<file path="config.mk">
export PLATFORM = sky130hd
export DESIGN_NAME = mem_subsys_arb
export DESIGN_NICKNAME = d
export VERILOG_FILES = /design/src/rtl/mem_subsys_pkg.sv /design/src/rtl/mem_subsys_arb_rr_arbiter.sv /design/src/rtl/mem_subsys_arb.sv
export SDC_FILE = /design/constraint.sdc
export NUM_CORES = 2
export LEC_CHECK = 0
export ABC_CLOCK_PERIOD_IN_PS = 8520
export CAP_MARGIN = 0
export CORE_MARGIN = 2
export CORE_UTILIZATION = 30
export DETAILED_ROUTE_END_ITERATION = 8
export PLACE_DENSITY = 0.48
export SYNTH_ARGS = -nofsm -noshare
export SYNTH_HDL_FRONTEND = slang
export SYNTH_SLANG_ARGS = --single-unit
</file>
<file path="constraint.sdc">
create_clock -name clk -period 8.52 [get_ports clk]
set_input_delay 1.704 -clock clk [delete_from_list [all_inputs] [get_ports clk]]
set_output_delay 1.704 -clock clk [all_outputs]
set_load 0.005 [all_outputs]
</file>
<file path="src/rtl/mem_subsys_pkg.sv">
// Shared types and helpers for the arbitrated unified instruction/data memory.
package mem_subsys_pkg;

    typedef enum logic [1:0] {
        IDLE,
        BUSY,
        RESP
    } state_t;

    localparam int WAIT_CNT_W = 4;

    // One byte-enable bit stretched across its 8 data bits.
    function automatic logic [7:0] lane_bits(input logic en);
        return {8{en}};
    endfunction

endpackage

</file>
<file path="src/rtl/mem_subsys_arb_rr_arbiter.sv">
// Combinational round-robin arbiter: search starts at ptr, ascends and wraps.
module rr_arbiter #(
    parameter  int N     = 2,
    localparam int IDX_W = (N > 1) ? $clog2(N) : 1
) (
    input  logic [N-1:0]     req,
    input  logic [IDX_W-1:0] ptr,
    output logic [N-1:0]     gnt,
    output logic [IDX_W-1:0] winner,
    output logic             valid
);

    int               idx;
    logic [IDX_W-1:0] cand;

    // NOTE: every output of a combinational block gets a default first, otherwise
    // paths that skip an assignment infer a latch.
    always_comb begin
        gnt    = '0;
        winner = '0;
        valid  = 1'b0;
        idx    = 0;
        cand   = '0;
        for (int off = 0; off < N; off++) begin
            idx = int'(ptr) + off;
            if (idx >= N) idx = idx - N;
            cand = IDX_W'(idx);
            if (!valid && req[cand]) begin
                valid     = 1'b1;
                gnt[cand] = 1'b1;
                winner    = cand;
            end
        end
    end

endmodule

</file>
<file path="src/rtl/mem_subsys_arb.sv">
// Unified word-organised RAM shared by NUM_PORTS requesters with round-robin
// arbitration, wait states, byte-lane writes and an out-of-range error.
module mem_subsys_arb
    import mem_subsys_pkg::*;
#(
    parameter int    NUM_PORTS   = 2,
    parameter int    DATA_W      = 32,
    parameter int    ADDR_W      = 32,
    parameter int    DEPTH       = 64,
    parameter int    WAIT_STATES = 0,
    parameter string INIT_FILE   = ""
) (
    input  logic                                clk,
    input  logic                                reset,
    input  logic [NUM_PORTS-1:0]                req,
    input  logic [NUM_PORTS-1:0]                we,
    input  logic [NUM_PORTS-1:0][ADDR_W-1:0]    addr,
    input  logic [NUM_PORTS-1:0][DATA_W-1:0]    wdata,
    input  logic [NUM_PORTS-1:0][DATA_W/8-1:0]  be,
    output logic [NUM_PORTS-1:0]                gnt,
    output logic [NUM_PORTS-1:0]                rvalid,
    output logic [DATA_W-1:0]                   rdata,
    output logic                                err
);

    localparam int NB     = DATA_W / 8;
    localparam int OFF_W  = $clog2(NB);
    localparam int WORD_W = ADDR_W - OFF_W;
    localparam int IDX_W  = (NUM_PORTS > 1) ? $clog2(NUM_PORTS) : 1;
    localparam int RAM_AW = (DEPTH > 1) ? $clog2(DEPTH) : 1;
    localparam logic [WORD_W-1:0] DEPTH_WORDS = WORD_W'(DEPTH);

    state_t                  state_q, state_d;
    logic [IDX_W-1:0]        idx_q, idx_d;
    logic                    we_q, we_d;
    logic [WORD_W-1:0]       word_q, word_d;
    logic [DATA_W-1:0]       wdata_q, wdata_d;
    logic [NB-1:0]           be_q, be_d;
    logic [WAIT_CNT_W-1:0]   cnt_q, cnt_d;
    logic [IDX_W-1:0]        rr_q, rr_d;
    logic [DATA_W-1:0]       rdata_q, rdata_d;
    logic                    err_q, err_d;

    logic [NUM_PORTS-1:0]    arb_gnt;
    logic [IDX_W-1:0]        arb_winner;
    logic                    arb_valid;
    logic                    in_range;
    logic                    ram_we;
    logic [RAM_AW-1:0]       ram_idx;
    logic [DATA_W-1:0]       wmask;
    logic                    unused_addr;

    logic [DATA_W-1:0]       ram [DEPTH];

    rr_arbiter #(.N(NUM_PORTS)) u_arb (
        .req    (req),
        .ptr    (rr_q),
        .gnt    (arb_gnt),
        .winner (arb_winner),
        .valid  (arb_valid)
    );

    // Sub-word offset bits are deliberately ignored.
    assign unused_addr = ^addr;

    assign in_range = (word_q < DEPTH_WORDS);
    assign ram_idx  = word_q[RAM_AW-1:0];

    always_comb begin
        wmask = '0;
        for (int i = 0; i < NB; i++) begin
            wmask[8*i +: 8] = lane_bits(be_q[i]);
        end
    end

    always_comb begin
        state_d = state_q;
        idx_d   = idx_q;
        we_d    = we_q;
        word_d  = word_q;
        wdata_d = wdata_q;
        be_d    = be_q;
        cnt_d   = cnt_q;
        rr_d    = rr_q;
        rdata_d = rdata_q;
        err_d   = err_q;
        gnt     = '0;
        rvalid  = '0;
        ram_we  = 1'b0;

        unique case (state_q)
            IDLE: begin
                if (arb_valid) begin
                    gnt     = arb_gnt;
                    idx_d   = arb_winner;
                    we_d    = we[arb_winner];
                    word_d  = addr[arb_winner][ADDR_W-1:OFF_W];
                    wdata_d = wdata[arb_winner];
                    be_d    = be[arb_winner];
                    cnt_d   = WAIT_CNT_W'(WAIT_STATES);
                    rr_d    = (arb_winner == IDX_W'(NUM_PORTS - 1)) ? '0 : arb_winner + 1'b1;
                    state_d = BUSY;
                end
            end
            BUSY: begin
                if (cnt_q != '0) begin
                    cnt_d = cnt_q - 1'b1;
                end else begin
                    state_d = RESP;
                    err_d   = !in_range;
                    if (we_q) begin
                        rdata_d = '0;
                        ram_we  = in_range;
                    end else begin
                        rdata_d = in_range ? ram[ram_idx] : '0;
                    end
                end
            end
            RESP: begin
                rvalid[idx_q] = 1'b1;
                state_d       = IDLE;
            end
            default: state_d = IDLE;
        endcase
    end

    // NOTE: sequential state uses non-blocking assignments so every flop samples
    // the pre-edge value of its neighbours.
    always_ff @(posedge clk or posedge reset) begin
        if (reset) begin
            state_q <= IDLE;
            idx_q   <= '0;
            we_q    <= 1'b0;
            word_q  <= '0;
            wdata_q <= '0;
            be_q    <= '0;
            cnt_q   <= '0;
            rr_q    <= '0;
            rdata_q <= '0;
            err_q   <= 1'b0;
        end else begin
            state_q <= state_d;
            idx_q   <= idx_d;
            we_q    <= we_d;
            word_q  <= word_d;
            wdata_q <= wdata_d;
            be_q    <= be_d;
            cnt_q   <= cnt_d;
            rr_q    <= rr_d;
            rdata_q <= rdata_d;
            err_q   <= err_d;
        end
    end

    // NOTE: the storage array has no reset so it maps onto block RAM; a reset
    // mid-transaction still blocks the write because ram_we follows state_q.
    always_ff @(posedge clk) begin
        if (ram_we) begin
            ram[ram_idx] <= (ram[ram_idx] & ~wmask) | (wdata_q & wmask);
        end
    end

    assign rdata = rdata_q;
    assign err   = err_q;

endmodule

</file>
; Word-level counts from Yosys, hierarchy flattened
; Memories as Yosys holds them, arrays and structs flattened.
; Cells that the tools add are included.
[totals]
memories = 1
reg_bits = 108
elab_cells = 93
out_inout_bits = 37
input_bits = 142
ram_bits = 2048
[mem_list]
columns = name, depth, word_bits, rd, rd_ports_with_merged_regs, wr, line
row1 = ram, 64, 32, 1, 0, 1, mem_subsys_arb.sv:53  ; logic [DATA_W-1:0] ram [DEPTH];
[classes]
n_eq_ne = 5
n_mux = 43
order_cmp = 10
add_sub_neg = 5
bitwise_logic = 6
reduce_logical = 13
[ops]
columns = cell, n
row1 = 2-to-1 mux 32 bit, 6
row2 = bitwise AND 32 bit, 2
row3 = inverter 32 bit, 1
row4 = bitwise OR 32 bit, 1
row5 = less-than comparator 30 x 7 -> 1 bit (second input constant), 1
row6 = 2-to-1 mux 1 bit, 21
row7 = 2-to-1 mux 4 bit, 4
row8 = 2-to-1 mux 2 bit, 7
row9 = less-than comparator 1 x 2 -> 1 bit (second input constant), 4
row10 = case mux 4 bit (2 select lines), 1
row11 = != test 2 bit (second input constant), 3
row12 = AND reduction 2 bit, 3
row13 = logical AND 1 bit, 4
row14 = case mux 2 bit (2 select lines), 1
row15 = nonzero test 4 bit, 1
row16 = subtractor 4 x 1 -> 4 bit (second input constant), 1
row17 = demux 1 bit (select 1 bit), 3
row18 = greater-or-equal comparator 1 bit (second input constant), 3
row19 = AND reduction 3 bit, 1
row20 = adder 1 x 1 -> 2 bit (second input constant), 1
row21 = == test 2 x 1 -> 1 bit (second input constant), 1
row22 = == test 2 bit (second input constant), 1
row23 = greater-or-equal comparator 1 x 2 -> 1 bit (second input constant), 1
row24 = greater-or-equal comparator 2 bit (second input constant), 1
row25 = 7 further kinds, 9

; Longest topological paths before layout
[depth]
word_depth = 11
ltp_mapped = 12
depth_no_buf = 7

; Cells and area by module
; A second synthesis with hierarchy kept.
[hier_totals]
cells_unflattened = 4553
hier_area_um2 = 83299.9
[modules_own_cells]
columns = module, cells_per_inst, instances, seq_area_each_um2, area_per_inst_um2
row1 = mem_subsys_arb, 4548, 1, 64201.6, 83267.4
row2 = rr_arbiter, 5, 1, 0.0, 32.5

; Worst setup path after synthesis
; No wires, ideal clock.
[synth_timing]
path_kind = register to register
from = register word_q[0]
to = memory ram[0][10] (data pin)
path_buffers = 4
required_time_ns = 7.957
t_arrival_ns = 3.752
slack_ns = 4.205
setup_time_ns = 0.563
path_stages_with_launch = 11
period_less_slack_ns = 4.315
cell_sequence = dfrtp_1 buf_6 or2_2 buf_2 nor2_2 buf_2 clkbuf_1 a22oi_1 a21oi_1 nor4_1 mux2i_1
[synth_between]
elab_chain_len = 3
[synth_lines]
columns = item, line
row1 = start: declaration, mem_subsys_arb.sv:36  ; logic [WORD_W-1:0] word_q, word_d;
row2 = start signal: assignment, mem_subsys_arb.sv:145  ; word_q <= word_d;
row3 = memory (64 x 32 bit), -
row4 = bitwise AND 32 bit, mem_subsys_arb.sv:159  ; ram[ram_idx] <= (ram[ram_idx] & ~wmask) | (wdata_q & wmask);
row5 = bitwise OR 32 bit, mem_subsys_arb.sv:159
row6 = end: declaration, mem_subsys_arb.sv:53
; Every way passes these cells.

; Final worst setup path
[layout_timing]
from = register word_q[2]
to = memory ram[44][31] (data pin)
; Same word-level chain as after synthesis.

==> flow_metrics.env <==
export IMPL_status="finished with violations"
export IMPL_violations="design-rule violations"
export IMPL_yosys_warnings=0
export IMPL_nFillCells=25533
export IMPL_routed_wl_mm=245
export IMPL_period_share=0.661
export IMPL_fp_row_count=192
export IMPL_path_class="reg2reg"
export IMPL_grt_max_degree=117
export IMPL_io_pins=179
export IMPL_tightest_slew_ps=1230
export IMPL_slowest_stage="dfrtp_4"
export IMPL_htree_num_levels=4
export IMPL_timing_final_crit_period_ps=5630
export IMPL_max_freq_mhz=178
export IMPL_clock_sinks=2156
export IMPL_postCtsSetupBuffers=0
export IMPL_cp_end_kind="flip-flop"
export IMPL_p_comb_frac=0.325
export IMPL_crit_path_cell_trace="buf_12 > buf_4 > mux2i_1 > a2bb2oi_1 > a21oi_1 > o21ai_0 > nand4_1 > or4_1 > mux2_2 > buf_4"
export IMPL_clock_latency_ps=850
export IMPL_synth_area_leaders="edfxtp_1 75%, mux2i_1 4.8%, mux4_2 3.6%, a221oi_1 3.6%, dfrtp_1 3.3%"
export IMPL_synth_top_cell_area_share=0.749
export IMPL_dp_slack_ps=2980
export IMPL_clock_path_buffers=3
export IMPL_synth_most_common_cell="edfxtp_1"
export IMPL_dr_pass1_iters=9
export IMPL_synth_area_leader_cell="edfxtp_1"
export IMPL_hp_class="reg2reg"
export IMPL_syn_nets=4636
export IMPL_grt_usage=0.172
export IMPL_fin_ws_ps=2890
export IMPL_ys_async_sr_fraction=0.0501
export IMPL_num_vias=44996
export IMPL_die_width_um=527
export IMPL_startpoint_type="flip-flop"
export IMPL_drv_cap=0
export IMPL_core_um2=273000
export IMPL_arrival_ps=6090
export IMPL_ant_nets=0
export IMPL_max_slew_margin=0.178
export IMPL_antenna_found_initial=9
export IMPL_die_y_um=527
export IMPL_seq_area_frac_synth=0.782
export IMPL_ys_seq_elements=2156
export IMPL_ctsHoldBuffers=0
export IMPL_clk_transition_reported_paths_ps=60
export IMPL_worst_path_most_repeated_cell="buf_4"
export IMPL_p_per_area_nw_per_um2=400
export IMPL_place_gp_congestion=0.772
export IMPL_port_buffers=174
export IMPL_synthFlopType="edfxtp_1"
export IMPL_cts_buffers=226
export IMPL_synth_edff_count=2048
export IMPL_power_leakage_nw=30.8
export IMPL_required_ps=8980
export IMPL_postCtsResizedCells=0
export IMPL_p_sw_frac=0.358
export IMPL_wl_per_cell_um=28.7
export IMPL_dieArea_um2=278000
export IMPL_finClkSkew_ps=23.7
export IMPL_grt_pass1_vias=44227
export IMPL_via_per_inst=5.27
export IMPL_switching_power_w=0.0138
export IMPL_drt_iter0_drc=4635
export IMPL_ir_drop_uv=310
export IMPL_r2r_start="word_q[2]"
export IMPL_initial_core_util=0.301
export IMPL_setup_worst_path_start="word_q[2]"
export IMPL_drc_errors=4
export IMPL_synth_commonest_cells="2048 x edfxtp_1, 391 x mux2i_1, 333 x a221oi_1"
export IMPL_seq_power_share=0.429
export IMPL_clockRootBuffer="clkbuf_16"
export IMPL_p_clk_frac=0.246
export IMPL_worst_path_max_fanout=106
export IMPL_synth_distinct_cells=57
export IMPL_fin_nets=4897
export IMPL_rsz0062_at_grt="no"
export IMPL_hp_start="rdata[28]"
export IMPL_finalSetupTns_ps=0
export IMPL_cts_tree="built"
export IMPL_grt_pass1_wl_mm=344
export IMPL_intPower_w=0.0247
export IMPL_drv_slew=0
export IMPL_hold_viol_final=0
export IMPL_final_setup_viol_count=0
export IMPL_slowest_delay_ps=880
export IMPL_syn_area_per_cell_um2=18.3
export IMPL_area_growth_syn_to_layout_pct=17.2
export IMPL_dp_hpwl_mm=135
export IMPL_syn_cell_area_um2=82100
export IMPL_syn_inst=4492
export IMPL_drive_gt1_frac=0.153
export IMPL_overflow=0
-- layout by cell type, fill, tap and decap left out, types with 20 or more instances in the layout --
master / n
clkbuf_1: 42
a22oi_1: 67
mux4_2: 132
o21ai_0: 179
dfrtp_1: 105
nand4_1: 33
nor4_1: 20
a222oi_1: 68
nor2_1: 175
clkbuf_16: 229
edfxtp_1: 2048
mux2_2: 22
nor2_4: 66
o22ai_1: 177
nand2_1: 79
a21oi_1: 40
buf_4: 160
clkinv_1: 63
clkinv_2: 43
a22o_1: 43
inv_1: 90
clkdlybuf4s50_1: 174
a221oi_1: 333
mux2i_1: 372
-- worst max-delay path, delay by kind of cell (launching register included) --
kind / cells / cell delay, ps
buffers and inverters: 3 / 1660
AOI/OAI and AO/OA: 3 / 700
DFF: 1 / 880
and+or+nand+nor: 2 / 920
muxes: 2 / 640
-- registers in the layout, summed over array words and instances, names as in the netlist, 2 cells and up --
name     count
state_q      2
word_q      30
be_q         4
ram       2048
cnt_q        4
rdata       32
wdata_q     32
-- layout make-up --
cell class,count,area [um2],share of cell area
Inverter,92,353,0.00367
Sequential cell,2156,64200,0.668
Timing Repair Buffer,340,3060,0.0318
Clock buffer,279,6000,0.0624
Antenna cell,8,20.0,0.000208
Multi-Input combinational cell,1937,17000,0.176
Tap cell,3589,4490,0.0467
Clock inverter,138,1090,0.0113
-- routing by layer --
| layer | wire [um] | vias to the layer above | global-route usage |
|---|---|---|---|
| met3 | 12500 | 297 | 0.0230 |
| met5 | 0 | - | 0 |
| met4 | 4710 | 0 | 0.0403 |
| met2 | 119000 | 1386 | 0.285 |
| li1 | - | 19147 | - |
| met1 | 109000 | 24166 | 0.240 |
-- path summary, 6_finish.rpt --
| kind | depth (start not counted) | slack, ps | to |
|---|---|---|---|
| setup / recovery | 10 | 2890 | ram[44][31] |
| hold / removal | 2 | 480 | rdata[28] |
| setup reg to reg | 10 | 2890 | ram[44][31] |
| hold reg to reg | 2 | 480 | rdata[28] |
| max in group asynchronous | 3 | 5830 | wdata_q[21] |
| min in group asynchronous | 2 | 1330 | word_q[13] |
-- metrics by stage --
| stage | std cells | cell area [um2] | power, W | hold slack, ps | util |
|---|---|---|---|---|---|
| 2_1_floorplan | 4492 | 82100 | 0.0236 | 450 | - |
| 3_3_place_gp | 8114 | 89100 | 0.0290 | 470 | 0.326 |
| 3_5_place_dp | 8114 | 89100 | 0.0293 | 469 | 0.326 |
| 4_1_cts | 8531 | 96200 | 0.0388 | 482 | 0.352 |
| 5_1_grt | 8536 | 96200 | 0.0400 | 512 | 0.352 |
| 6_report | 8539 | 96200 | 0.0384 | 477 | 0.352 |
-- power groups by stage --
stage | Clock [W] | Sequential [W] | Combinational, W
floorplan | 0 | 0.0166 | 0.00699
detailed placement | 0 | 0.0167 | 0.0127
CTS | 0.00966 | 0.0165 | 0.0127
finish | 0.00947 | 0.0165 | 0.0125
global route | 0.0101 | 0.0165 | 0.0134
global placement | 0 | 0.0167 | 0.0124
-- logic make-up after synthesis --
kind of cell | share of synthesized area
flops | 0.782
compound gates | 0.0843
mux | 0.0869
simple gates | 0.0244
buf+inv | 0.0213
xor+xnor | 0.000214
fa+ha+maj | 0.000305
(Power assumes the default switching activity.)
